`src/rtl/multi_cycle_cpu_if.sv`:
```
// Instruction-fetch handshake between the core (master) and instruction memory (slave).
interface multi_cycle_cpu_if #(
   parameter int unsigned PC_W = 32
);
   logic            imem_req;
   logic [PC_W-1:0] imem_addr;
   logic [31:0]     imem_rdata;
   logic            imem_valid;

   modport master (output imem_req, imem_addr, input imem_rdata, imem_valid);
   modport slave  (input imem_req, imem_addr, output imem_rdata, imem_valid);
endinterface

```
`src/rtl/multi_cycle_cpu.sv`:
```
// Multi-cycle MIPS-subset core: FETCH/DECODE/EXEC/WB sequencing with a req/valid fetch port.
// Define MULTI_CYCLE_CPU_PERF_EN to instantiate the cycle and retire counters.
module multi_cycle_cpu #(
   parameter int unsigned    DATA_W   = 32,
   parameter int unsigned    NUM_REGS = 32,
   parameter int unsigned    PC_W     = 32,
   parameter logic [PC_W-1:0] RESET_PC = '0
) (
   input  logic                 clk_i,
   input  logic                 rst_i,
   multi_cycle_cpu_if.master    imem,
   output logic                 retire_o,
   output logic                 halted_o,
   input  logic [4:0]           dbg_raddr_i,
   output logic [DATA_W-1:0]    dbg_rdata_o,
   output logic [31:0]          cyc_cnt_o,
   output logic [31:0]          ret_cnt_o
);

   localparam logic [5:0] OP_RTYPE = 6'h00;
   localparam logic [5:0] OP_BEQ   = 6'h04;
   localparam logic [5:0] OP_BNE   = 6'h05;
   localparam logic [5:0] OP_ADDI  = 6'h08;
   localparam logic [5:0] OP_LUI   = 6'h0f;
   localparam logic [5:0] OP_HALT  = 6'h3f;

   localparam logic [5:0] F_SLL  = 6'h00;
   localparam logic [5:0] F_SRL  = 6'h02;
   localparam logic [5:0] F_SLLV = 6'h04;
   localparam logic [5:0] F_SRLV = 6'h06;
   localparam logic [5:0] F_ADD  = 6'h20;
   localparam logic [5:0] F_SUB  = 6'h22;
   localparam logic [5:0] F_AND  = 6'h24;
   localparam logic [5:0] F_OR   = 6'h25;
   localparam logic [5:0] F_SLT  = 6'h2a;

   typedef enum logic [2:0] {
      S_FETCH,
      S_DECODE,
      S_EXEC,
      S_WB,
      S_HALT
   } state_e;

   state_e            state_q, state_d;
   logic [PC_W-1:0]   pc_q, pc_d;
   logic [31:0]       ir_q, ir_d;
   logic [DATA_W-1:0] a_q, a_d;
   logic [DATA_W-1:0] b_q, b_d;
   logic [DATA_W-1:0] imm_q, imm_d;
   logic [DATA_W-1:0] alu_q, alu_d;
   logic              taken_q, taken_d;
   logic              retire_q, retire_d;
   logic              halted_q, halted_d;
   logic [DATA_W-1:0] regs_q [1:NUM_REGS-1];

   logic [5:0]        opcode;
   logic [4:0]        rs, rt, rd, shamt;
   logic [5:0]        funct;
   logic [31:0]       ext32;
   logic signed [31:0] br_off32;
   logic [PC_W-1:0]   pc_plus4;
   logic [PC_W-1:0]   br_tgt;

   logic [DATA_W-1:0] rs_val, rt_val;
   logic [4:0]        sh_amt;
   logic              sh_big;
   logic [DATA_W-1:0] alu_res;
   logic              wr_en;
   logic [4:0]        wr_idx;

   assign opcode   = ir_q[31:26];
   assign rs       = ir_q[25:21];
   assign rt       = ir_q[20:16];
   assign rd       = ir_q[15:11];
   assign shamt    = ir_q[10:6];
   assign funct    = ir_q[5:0];
   assign ext32    = {{16{ir_q[15]}}, ir_q[15:0]};
   assign br_off32 = $signed({ext32[29:0], 2'b00});
   assign pc_plus4 = pc_q + PC_W'(4);
   assign br_tgt   = pc_plus4 + PC_W'(br_off32);

   // Register read ports; index 0 and indices beyond NUM_REGS-1 read as zero.
   always_comb begin
      rs_val      = '0;
      rt_val      = '0;
      dbg_rdata_o = '0;
      for (int unsigned i = 1; i < NUM_REGS; i++) begin
         if (rs == 5'(i))          rs_val      = regs_q[i];
         if (rt == 5'(i))          rt_val      = regs_q[i];
         if (dbg_raddr_i == 5'(i)) dbg_rdata_o = regs_q[i];
      end
   end

   // ALU result and write-back decode, both driven from the held IR.
   always_comb begin
      sh_amt  = (funct == F_SLLV || funct == F_SRLV) ? a_q[4:0] : shamt;
      sh_big  = (32'(sh_amt) >= DATA_W);
      alu_res = '0;
      wr_en   = 1'b0;
      wr_idx  = (opcode == OP_RTYPE) ? rd : rt;
      case (opcode)
         OP_RTYPE: begin
            wr_en = 1'b1;
            case (funct)
               F_ADD:         alu_res = a_q + b_q;
               F_SUB:         alu_res = a_q - b_q;
               F_AND:         alu_res = a_q & b_q;
               F_OR:          alu_res = a_q | b_q;
               F_SLT:         alu_res = DATA_W'($signed(a_q) < $signed(b_q));
               F_SLL, F_SLLV: alu_res = sh_big ? '0 : (b_q << sh_amt);
               F_SRL, F_SRLV: alu_res = sh_big ? '0 : (b_q >> sh_amt);
               default:       wr_en   = 1'b0;
            endcase
         end
         OP_ADDI: begin
            wr_en   = 1'b1;
            alu_res = a_q + imm_q;
         end
         OP_LUI: begin
            wr_en   = 1'b1;
            alu_res = DATA_W'({ir_q[15:0], 16'h0000});
         end
         default: ;
      endcase
   end

   // Sequencer next-state and datapath register updates.
   always_comb begin
      state_d = state_q;
      pc_d    = pc_q;
      ir_d    = ir_q;
      a_d     = a_q;
      b_d     = b_q;
      imm_d   = imm_q;
      alu_d   = alu_q;
      taken_d = taken_q;
      case (state_q)
         S_FETCH: begin
            if (imem.imem_valid) begin
               ir_d    = imem.imem_rdata;
               state_d = S_DECODE;
            end
         end
         S_DECODE: begin
            a_d     = rs_val;
            b_d     = rt_val;
            imm_d   = DATA_W'(ext32);
            state_d = S_EXEC;
         end
         S_EXEC: begin
            alu_d   = alu_res;
            taken_d = (opcode == OP_BEQ && a_q == b_q) || (opcode == OP_BNE && a_q != b_q);
            state_d = S_WB;
         end
         S_WB: begin
            pc_d    = taken_q ? br_tgt : pc_plus4;
            state_d = (opcode == OP_HALT) ? S_HALT : S_FETCH;
         end
         S_HALT:  state_d = S_HALT;
         default: state_d = S_FETCH;
      endcase
      retire_d = (state_d == S_WB);
      halted_d = (state_d == S_HALT);
   end

   always_ff @(posedge clk_i or posedge rst_i) begin
      if (rst_i) begin
         state_q  <= S_FETCH;
         pc_q     <= RESET_PC;
         ir_q     <= '0;
         a_q      <= '0;
         b_q      <= '0;
         imm_q    <= '0;
         alu_q    <= '0;
         taken_q  <= 1'b0;
         retire_q <= 1'b0;
         halted_q <= 1'b0;
      end else begin
         state_q  <= state_d;
         pc_q     <= pc_d;
         ir_q     <= ir_d;
         a_q      <= a_d;
         b_q      <= b_d;
         imm_q    <= imm_d;
         alu_q    <= alu_d;
         taken_q  <= taken_d;
         retire_q <= retire_d;
         halted_q <= halted_d;
      end
   end

   always_ff @(posedge clk_i or posedge rst_i) begin
      if (rst_i) begin
         for (int unsigned i = 1; i < NUM_REGS; i++) regs_q[i] <= '0;
      end else if (state_q == S_WB && wr_en) begin
         for (int unsigned i = 1; i < NUM_REGS; i++) begin
            if (wr_idx == 5'(i)) regs_q[i] <= alu_q;
         end
      end
   end

   // Request drops in the same cycle reset is asserted, not at the next edge.
   assign imem.imem_req  = (state_q == S_FETCH) && !rst_i;
   assign imem.imem_addr = pc_q;
   assign retire_o       = retire_q;
   assign halted_o       = halted_q;

`ifdef MULTI_CYCLE_CPU_PERF_EN
   logic [31:0] cyc_cnt_q, ret_cnt_q;

   always_ff @(posedge clk_i or posedge rst_i) begin
      if (rst_i) begin
         cyc_cnt_q <= '0;
         ret_cnt_q <= '0;
      end else if (!halted_q) begin
         cyc_cnt_q <= cyc_cnt_q + 32'd1;
         if (retire_q) ret_cnt_q <= ret_cnt_q + 32'd1;
      end
   end

   assign cyc_cnt_o = cyc_cnt_q;
   assign ret_cnt_o = ret_cnt_q;
`else
   assign cyc_cnt_o = '0;
   assign ret_cnt_o = '0;
`endif

endmodule
```
`src/flat_wrapper.sv`:
```
// flat-port wrapper written by rule: the top's interface ports become plain ports
module multi_cycle_cpu_flat 
#(
   parameter int unsigned    DATA_W   = 32,
   parameter int unsigned    NUM_REGS = 32,
   parameter int unsigned    PC_W     = 32,
   parameter logic [PC_W-1:0] RESET_PC = '0
)
  (clk_i, rst_i, retire_o, halted_o, dbg_raddr_i, dbg_rdata_o, cyc_cnt_o, ret_cnt_o, imem_imem_req, imem_imem_addr, imem_imem_rdata, imem_imem_valid);
  multi_cycle_cpu_if #(.PC_W(PC_W)) imem_i ();
  input  logic clk_i;
  input  logic rst_i;
  output logic retire_o;
  output logic halted_o;
  input  logic [4:0] dbg_raddr_i;
  output logic [DATA_W-1:0] dbg_rdata_o;
  output logic [31:0] cyc_cnt_o;
  output logic [31:0] ret_cnt_o;
  output wire logic [$bits(imem_i.imem_req)-1:0] imem_imem_req;
  output wire logic [$bits(imem_i.imem_addr)-1:0] imem_imem_addr;
  input wire logic [$bits(imem_i.imem_rdata)-1:0] imem_imem_rdata;
  input wire logic [$bits(imem_i.imem_valid)-1:0] imem_imem_valid;
  assign imem_imem_req = imem_i.imem_req;
  assign imem_imem_addr = imem_i.imem_addr;
  assign imem_i.imem_rdata = imem_imem_rdata;
  assign imem_i.imem_valid = imem_imem_valid;
  multi_cycle_cpu #(.DATA_W(DATA_W), .NUM_REGS(NUM_REGS), .PC_W(PC_W), .RESET_PC(RESET_PC)) u_core (.clk_i(clk_i), .rst_i(rst_i), .imem(imem_i), .retire_o(retire_o), .halted_o(halted_o), .dbg_raddr_i(dbg_raddr_i), .dbg_rdata_o(dbg_rdata_o), .cyc_cnt_o(cyc_cnt_o), .ret_cnt_o(ret_cnt_o));
endmodule
```
`config.mk`:
```
export PLATFORM = sky130hd
export DESIGN_NAME = multi_cycle_cpu_flat
export DESIGN_NICKNAME = d
export VERILOG_FILES = /design/src/rtl/multi_cycle_cpu_if.sv /design/src/rtl/multi_cycle_cpu.sv /design/src/flat_wrapper.sv
export SDC_FILE = /design/constraint.sdc
export NUM_CORES = 2
export LEC_CHECK = 0
export CAP_MARGIN = 25
export CELL_PAD_IN_SITES_DETAIL_PLACEMENT = 0
export CELL_PAD_IN_SITES_GLOBAL_PLACEMENT = 1
export CORE_ASPECT_RATIO = 0.8
export CORE_MARGIN = 10
export CORE_UTILIZATION = 45
export DETAILED_ROUTE_END_ITERATION = 12
export PLACE_DENSITY_LB_ADDON = 0.12
export SLEW_MARGIN = 20
export SYNTH_ARGS = -nofsm -noshare
export SYNTH_HDL_FRONTEND = slang
export SYNTH_SLANG_ARGS = --single-unit
```
`constraint.sdc`:
```
create_clock -name clk_i -period 40.6 [get_ports clk_i]
set_input_delay 6.09 -clock clk_i [delete_from_list [all_inputs] [get_ports clk_i]]
set_output_delay 6.09 -clock clk_i [all_outputs]
set_load 0.01 [all_outputs]
```
# Yosys cells after proc, flatten, opt, wreduce, memory -nomap -nowiden
# Cells that the tools add are included.
dict set report op_classes {
  addsub 5
  n_lt_le_gt_ge 1
  n_eq_ne 145
  n_shift 2
  n_mux 103
  n_bitwise 2
  reduce_logical 46
}
# op count
set op_table {}
lappend op_table {{$mux 32} 94}
lappend op_table {{$eq 5x5->1 const B} 64}
lappend op_table {{$pmux 32 s7} 1}
lappend op_table {{$eq 5x4->1 const B} 32}
lappend op_table {{$add 32x32->32} 3}
lappend op_table {{$pmux 32 s3} 1}
lappend op_table {{$eq 5x3->1 const B} 16}
lappend op_table {{$reduce_and 2->1} 32}
lappend op_table {{$eq 5x2->1 const B} 8}
lappend op_table {{$eq 6x6->1 const B} 6}
lappend op_table {{$add 32x3->32 const B} 1}
lappend op_table {{$and 32x32->32} 1}
lappend op_table {{$eq 32x32->1} 1}
lappend op_table {{$lt 32x32->1} 1}
lappend op_table {{$ne 32x32->1} 1}
lappend op_table {{$or 32x32->32} 1}
lappend op_table {{$shl 32x5->32} 1}
lappend op_table {{$shr 32x5->32} 1}
lappend op_table {{$sub 32x32->32} 1}
lappend op_table {{$eq 6x3->1 const B} 4}
lappend op_table {{$eq 5x1->1 const B} 4}
lappend op_table {{$pmux 3 s5} 1}
lappend op_table {{$eq 6x4->1 const B} 2}
lappend op_table {{$logic_not 6->1} 2}
lappend op_table {{14 further kinds} 25}
dict set report word_totals {
  ff_bits 1174
  word_cells 345
}

# Logic depth before layout (Yosys ltp)
dict set report logic_depth {
  word_depth 32
  depth_mapped 21
  ltp_nobuf 19
}

# Least setup slack after synthesis
# Ideal clock, no wire load.
dict set report synth_path {
  kind {in2out}
  startpoint {input port dbg_raddr_i[4]}
  endpoint {output port dbg_rdata_o[2]}
  arrival_time_ns 8.725
  required_time_ns 34.510
  setup_slack_ns 25.785
  cell_stages 12
  path_buffers 2
  cell_sequence {clkbuf_1 > or3b_2 > nor2_1 > clkbuf_1 > nand2_1 > a31oi_1 > o21ai_0 > nand4_1 > o221ai_1 > a2111oi_0 > o21ai_0 > a211oi_1}
}
dict set report synth_between {
  elab_chain_cells 32
  elab_cells_between_ends 62
}
# item line_no
set synth_lines {}
lappend synth_lines {{from (decl)} flat_wrapper.sv:15} ;# input logic [4:0] dbg_raddr_i;
lappend synth_lines {{$eq 5x1->1} multi_cycle_cpu.sv:91} ;# if (dbg_raddr_i == 5'(i)) dbg_rdata_o = regs_q[i];
lappend synth_lines {{$mux 32 (30 in series)} multi_cycle_cpu.sv:91}
lappend synth_lines {{$mux 32 (*)} multi_cycle_cpu.sv:91}
lappend synth_lines {{to (decl)} flat_wrapper.sv:16} ;# output logic [DATA_W-1:0] dbg_rdata_o;
# Mark *: on every way between the ends. The rest lies on a longest branch, timed or not.

# Worst setup path after layout
dict set report layout_path {
  startpoint {input port dbg_raddr_i[2]}
  endpoint {output port dbg_rdata_o[2]}
}
# Same word-level chain as after synthesis.

==> implementation parameters <==
Parameter                              Value

Clock tree
  Number of buffers on the longest clock path    3
  Num Clock Sinks    1172
  Post-cts sizing count    0
  Root Buffer    sky130_fd_sc_hd__clkbuf_16
  Clock slew seen by the registers of the worst setup and hold paths    0.06 ns
  Number of buffers inserted during clock tree synthesis    132
  Number of buffers inserted for hold repair after clock tree synthesis    0
  Worst skew pair latency    0.80 ns
  Number of post-CTS setup repair buffers    0
  Clock tree from TritonCTS    yes
  H-tree depth reported by CTS    4

Timing
  Max frequency    55.2 MHz
  Setup repair after global routing missed its margin    false
  Hold slack final    0.483 ns
  Final worst-path cycle share    0.446
  Worst slew margin    0.167
  Aggregate negative setup slack    0 ns
  Number of setup violations in the final report    0
  Post-route minimum period    18.13 ns
  Final Hold Fails    0
  Final number of max-transition violations    0
  Worst Tran Pin Value    1.24 ns
  Clock Skew    0.0320 ns

Detailed routing
  Remaining design rule violation count    0
  Routed vias    76900
  Wire length after detailed routing    401000 µm
  1st-iter DRT viols    15300
  DR vias/cell    7.45
  Total iterations of the first detailed-routing run    11
  Routed length per placed instance    38.8 µm
  ANT nets after route    0

Cells and area
  Layout cells sized above 1    0.224
  Most common cell after layout, fill and taps aside    sky130_fd_sc_hd__dfrtp_1
  Area growth from synthesis to final layout    11.0%
  Post-layout net count    8159
  Final Non-Filler Cells    10300
  Core Util, Final    0.502
  Commonest non-fill, non-tap cells in the layout    sky130_fd_sc_hd__dfrtp_1, sky130_fd_sc_hd__mux2_2, sky130_fd_sc_hd__nand2_1

Global routing
  Maximum number of pins on one net before global-route repair    155
  Initial antenna violation count    31
  Global-route usage over all layers    0.410
  Via count of the first global-routing pass    71100
  Global route total overflow    0
  Global-route wire length before repair    558000 µm

Die
  Row count    135
  Width of the chip    480 µm
  Vertical die dimension    388 µm
  Starting density of the core    0.452
  Core region area    169000 µm²
  # IOs    171
  Die area    187000 µm²

Power
  Total Power    5.89 mW
  Proportion of total power due to net switching    0.509
  Leakage component of the power    37.9 nW
  Peak supply drop    47.9 µV
  Logic gate share of total power    0.527
  Part of the power in the clock network    0.211
  Power per Cell Area    69.5 nW/µm²
  Share of total power in sequential cells    0.262
  Net switching power of the design    3.00 mW
  Internal power consumption    2.89 mW

Logic synthesis
  Xor-xnor portion of the synthesized cell area    0.0117
  Post-Synthesis Mean Instance Area    9.46 µm²
  Async set or reset register ratio after synthesis    1.00
  Area fraction in and, or, nand and nor cells after synthesis    0.112
  Synth Instances    8067
  Synth area leaders    sky130_fd_sc_hd__dfrtp_1, sky130_fd_sc_hd__mux2_2, sky130_fd_sc_hd__a22oi_1
  Flip-flop and latch count after synthesis    1172
  Synth Warn #    0
  Post-synthesis instance area    76300 µm²
  Share of synthesized area occupied by flip-flops and latches    0.384
  Number of enable flip-flop cells after synthesis    0
  Synthesized-area fraction occupied by ao, oa, aoi and oai cells    0.231
  Area share of fa/ha/maj cells after synthesis    0.0268
  Post-synthesis cell type with the largest combined area    sky130_fd_sc_hd__dfrtp_1
  Multiplexer fraction of the synthesized cell area    0.186
  Unique cell type count in the Yosys netlist    103
  Fraction of synthesized cell area taken by the top area cell type    0.384
  Top FF cell, synth    sky130_fd_sc_hd__dfrtp_1
  Largest family of logic cells by synthesized area    compound AO/OA/AOI/OAI gates

Critical path
  Ordered cell list for the critical path    clkdlybuf4s50_1 -> or3_1 -> nor2_4 -> buf_4 -> a222oi_1 -> a21o_1 -> a31oi_1 -> o21ai_0 -> nand4_1 -> o221ai_1 -> a2111oi_0 -> o21ai_0 -> a211oi_1 -> clkdlybuf4s50_1
  Setup Crit Path Kind    primary input to primary output
  Endpoint kind of the worst setup timing path    primary output
  Endpoint required time on the critical path    34.51 ns
  Critical path startpoint category    primary input
  Cell family contributing the most delay on the critical path    compound AO/OA/AOI/OAI gates
  Max stage delay on crit path    0.76 ns
  Peak fanout along the critical path    20
  Cell count along the critical path    14
  Combined buffer and inverter count along the critical path    3
  Arrival time at the worst endpoint    12.04 ns
  Number of cells traversed by the worst register-to-register path    15
  Cell with the largest stage delay on the worst path    sky130_fd_sc_hd__clkdlybuf4s50_1

Job
  Max-cap violation count    0

Placement
  Total instance count after detailed placement    10100
  Detailed Place HPWL    291000 µm
  Final weighted congestion in routability-driven placement    1.04
  Number of port buffers    104

Worst hold path
  Worst hold path type    flip-flop to flip-flop
  Hold-critical path depth    2

Run status
  Status    finished, final reports clean
[power groups by stage]
stage / registers (mW) / clock network (mW) / logic, mW
6_report: 1.54 / 1.24 / 3.10
5_1_grt: 1.54 / 1.30 / 3.18
4_1_cts: 1.53 / 1.25 / 2.91
3_5_place_dp: 1.55 / 0 / 2.89
3_3_place_gp: 1.55 / 0 / 2.89
2_1_floorplan: 1.38 / 0 / 1.74
[logic make-up after synthesis]
kind of cell | count (synthesis)
other | 1
and+or+nand+nor | 1889
muxes | 1230
adders and majority gates | 161
xor gates and xnor gates | 102
DFF | 1172
AOI/OAI and AO/OA | 2642
buffers and inverters | 870
[through the flow]
stage,area [µm²],setup WS (ns)
4_1_cts,84400,22.71
6_report,84700,22.47
3_3_place_gp,80000,22.65
2_1_floorplan,76600,1.50
3_5_place_dp,80100,22.72
5_1_grt,84700,22.57
[path summary, 6_finish.rpt]
| check | end | slack (ns) | start |
|---|---|---|---|
| min reg2reg | u_core.alu_q[2] | 0.48 | u_core.alu_q[2] |
| min in group asynchronous | u_core.retire_o | 5.94 | rst_i |
| max in group asynchronous | u_core.regs_q[595] | 31.81 | rst_i |
| max reg2reg | u_core.b_q[15] | 34.36 | u_core.ir_q[17] |
| min | u_core.alu_q[2] | 0.48 | u_core.alu_q[2] |
| max | dbg_rdata_o[2] | 22.47 | dbg_raddr_i[2] |
[Yosys cell counts (24+ instances only)]
master,number
sky130_fd_sc_hd__a31oi_1,136
sky130_fd_sc_hd__o21ai_0,516
sky130_fd_sc_hd__inv_1,119
sky130_fd_sc_hd__ha_1,157
sky130_fd_sc_hd__clkbuf_1,519
sky130_fd_sc_hd__mux4_2,40
sky130_fd_sc_hd__mux2i_1,130
sky130_fd_sc_hd__buf_1,87
sky130_fd_sc_hd__nand3_1,158
sky130_fd_sc_hd__o211ai_1,57
sky130_fd_sc_hd__xor2_1,34
sky130_fd_sc_hd__xnor2_1,68
sky130_fd_sc_hd__a211o_1,28
sky130_fd_sc_hd__dfrtp_1,1172
sky130_fd_sc_hd__nor3_1,126
sky130_fd_sc_hd__o221ai_1,71
sky130_fd_sc_hd__buf_4,71
sky130_fd_sc_hd__a22oi_1,367
sky130_fd_sc_hd__a211oi_1,77
sky130_fd_sc_hd__nor4_1,58
sky130_fd_sc_hd__nor2b_1,29
sky130_fd_sc_hd__buf_2,62
sky130_fd_sc_hd__and3_1,39
sky130_fd_sc_hd__nand2b_1,46
sky130_fd_sc_hd__mux2_2,1039
sky130_fd_sc_hd__a221oi_1,161
sky130_fd_sc_hd__o31ai_1,29
sky130_fd_sc_hd__nand2_1,601
sky130_fd_sc_hd__a21o_1,39
sky130_fd_sc_hd__nand4_1,62
sky130_fd_sc_hd__nor2_1,641
sky130_fd_sc_hd__a222oi_1,90
sky130_fd_sc_hd__a221o_1,35
sky130_fd_sc_hd__a21oi_1,467
sky130_fd_sc_hd__o21a_1,24
sky130_fd_sc_hd__o22ai_1,347
[layout make-up]
class	instances	area, µm²
multi-input combinational	6090	44000
inverter	121	462
tap	2260	2830
clock buffer	179	3810
fill	15900	84200
timing repair buffer	441	3690
sequential	1172	29400
clock inverter	57	528
antenna	12	30.0
[tightest hold or removal path, cell delays in order (launching register included)]
cell and delay, ns:
sky130_fd_sc_hd__dfrtp_1 0.34, sky130_fd_sc_hd__nand2_1 0.05, sky130_fd_sc_hd__o21ai_0 0.06
[sequential cells by signal (all words and copies together), names as in the netlist]
signal,cells
u_core.regs_q,992
u_core.a_q,32
u_core.alu_q,32
u_core.b_q,32
u_core.ir_q,32
u_core.imem.imem_addr,30
u_core.imm_q,16
u_core.state_q,3
u_core.halted_o,1
u_core.retire_o,1
u_core.taken_q,1
[routing by layer]
layer	part of all wire	vias to the layer above	global-route usage
li1	-	30400	-
met1	0.41	38900	0.596
met2	0.38	6500	0.530
met3	0.16	1133	0.169
met4	0.046	24	0.156
met5	0.00048	-	0
Note: power is estimated with default switching activity, not from simulation.
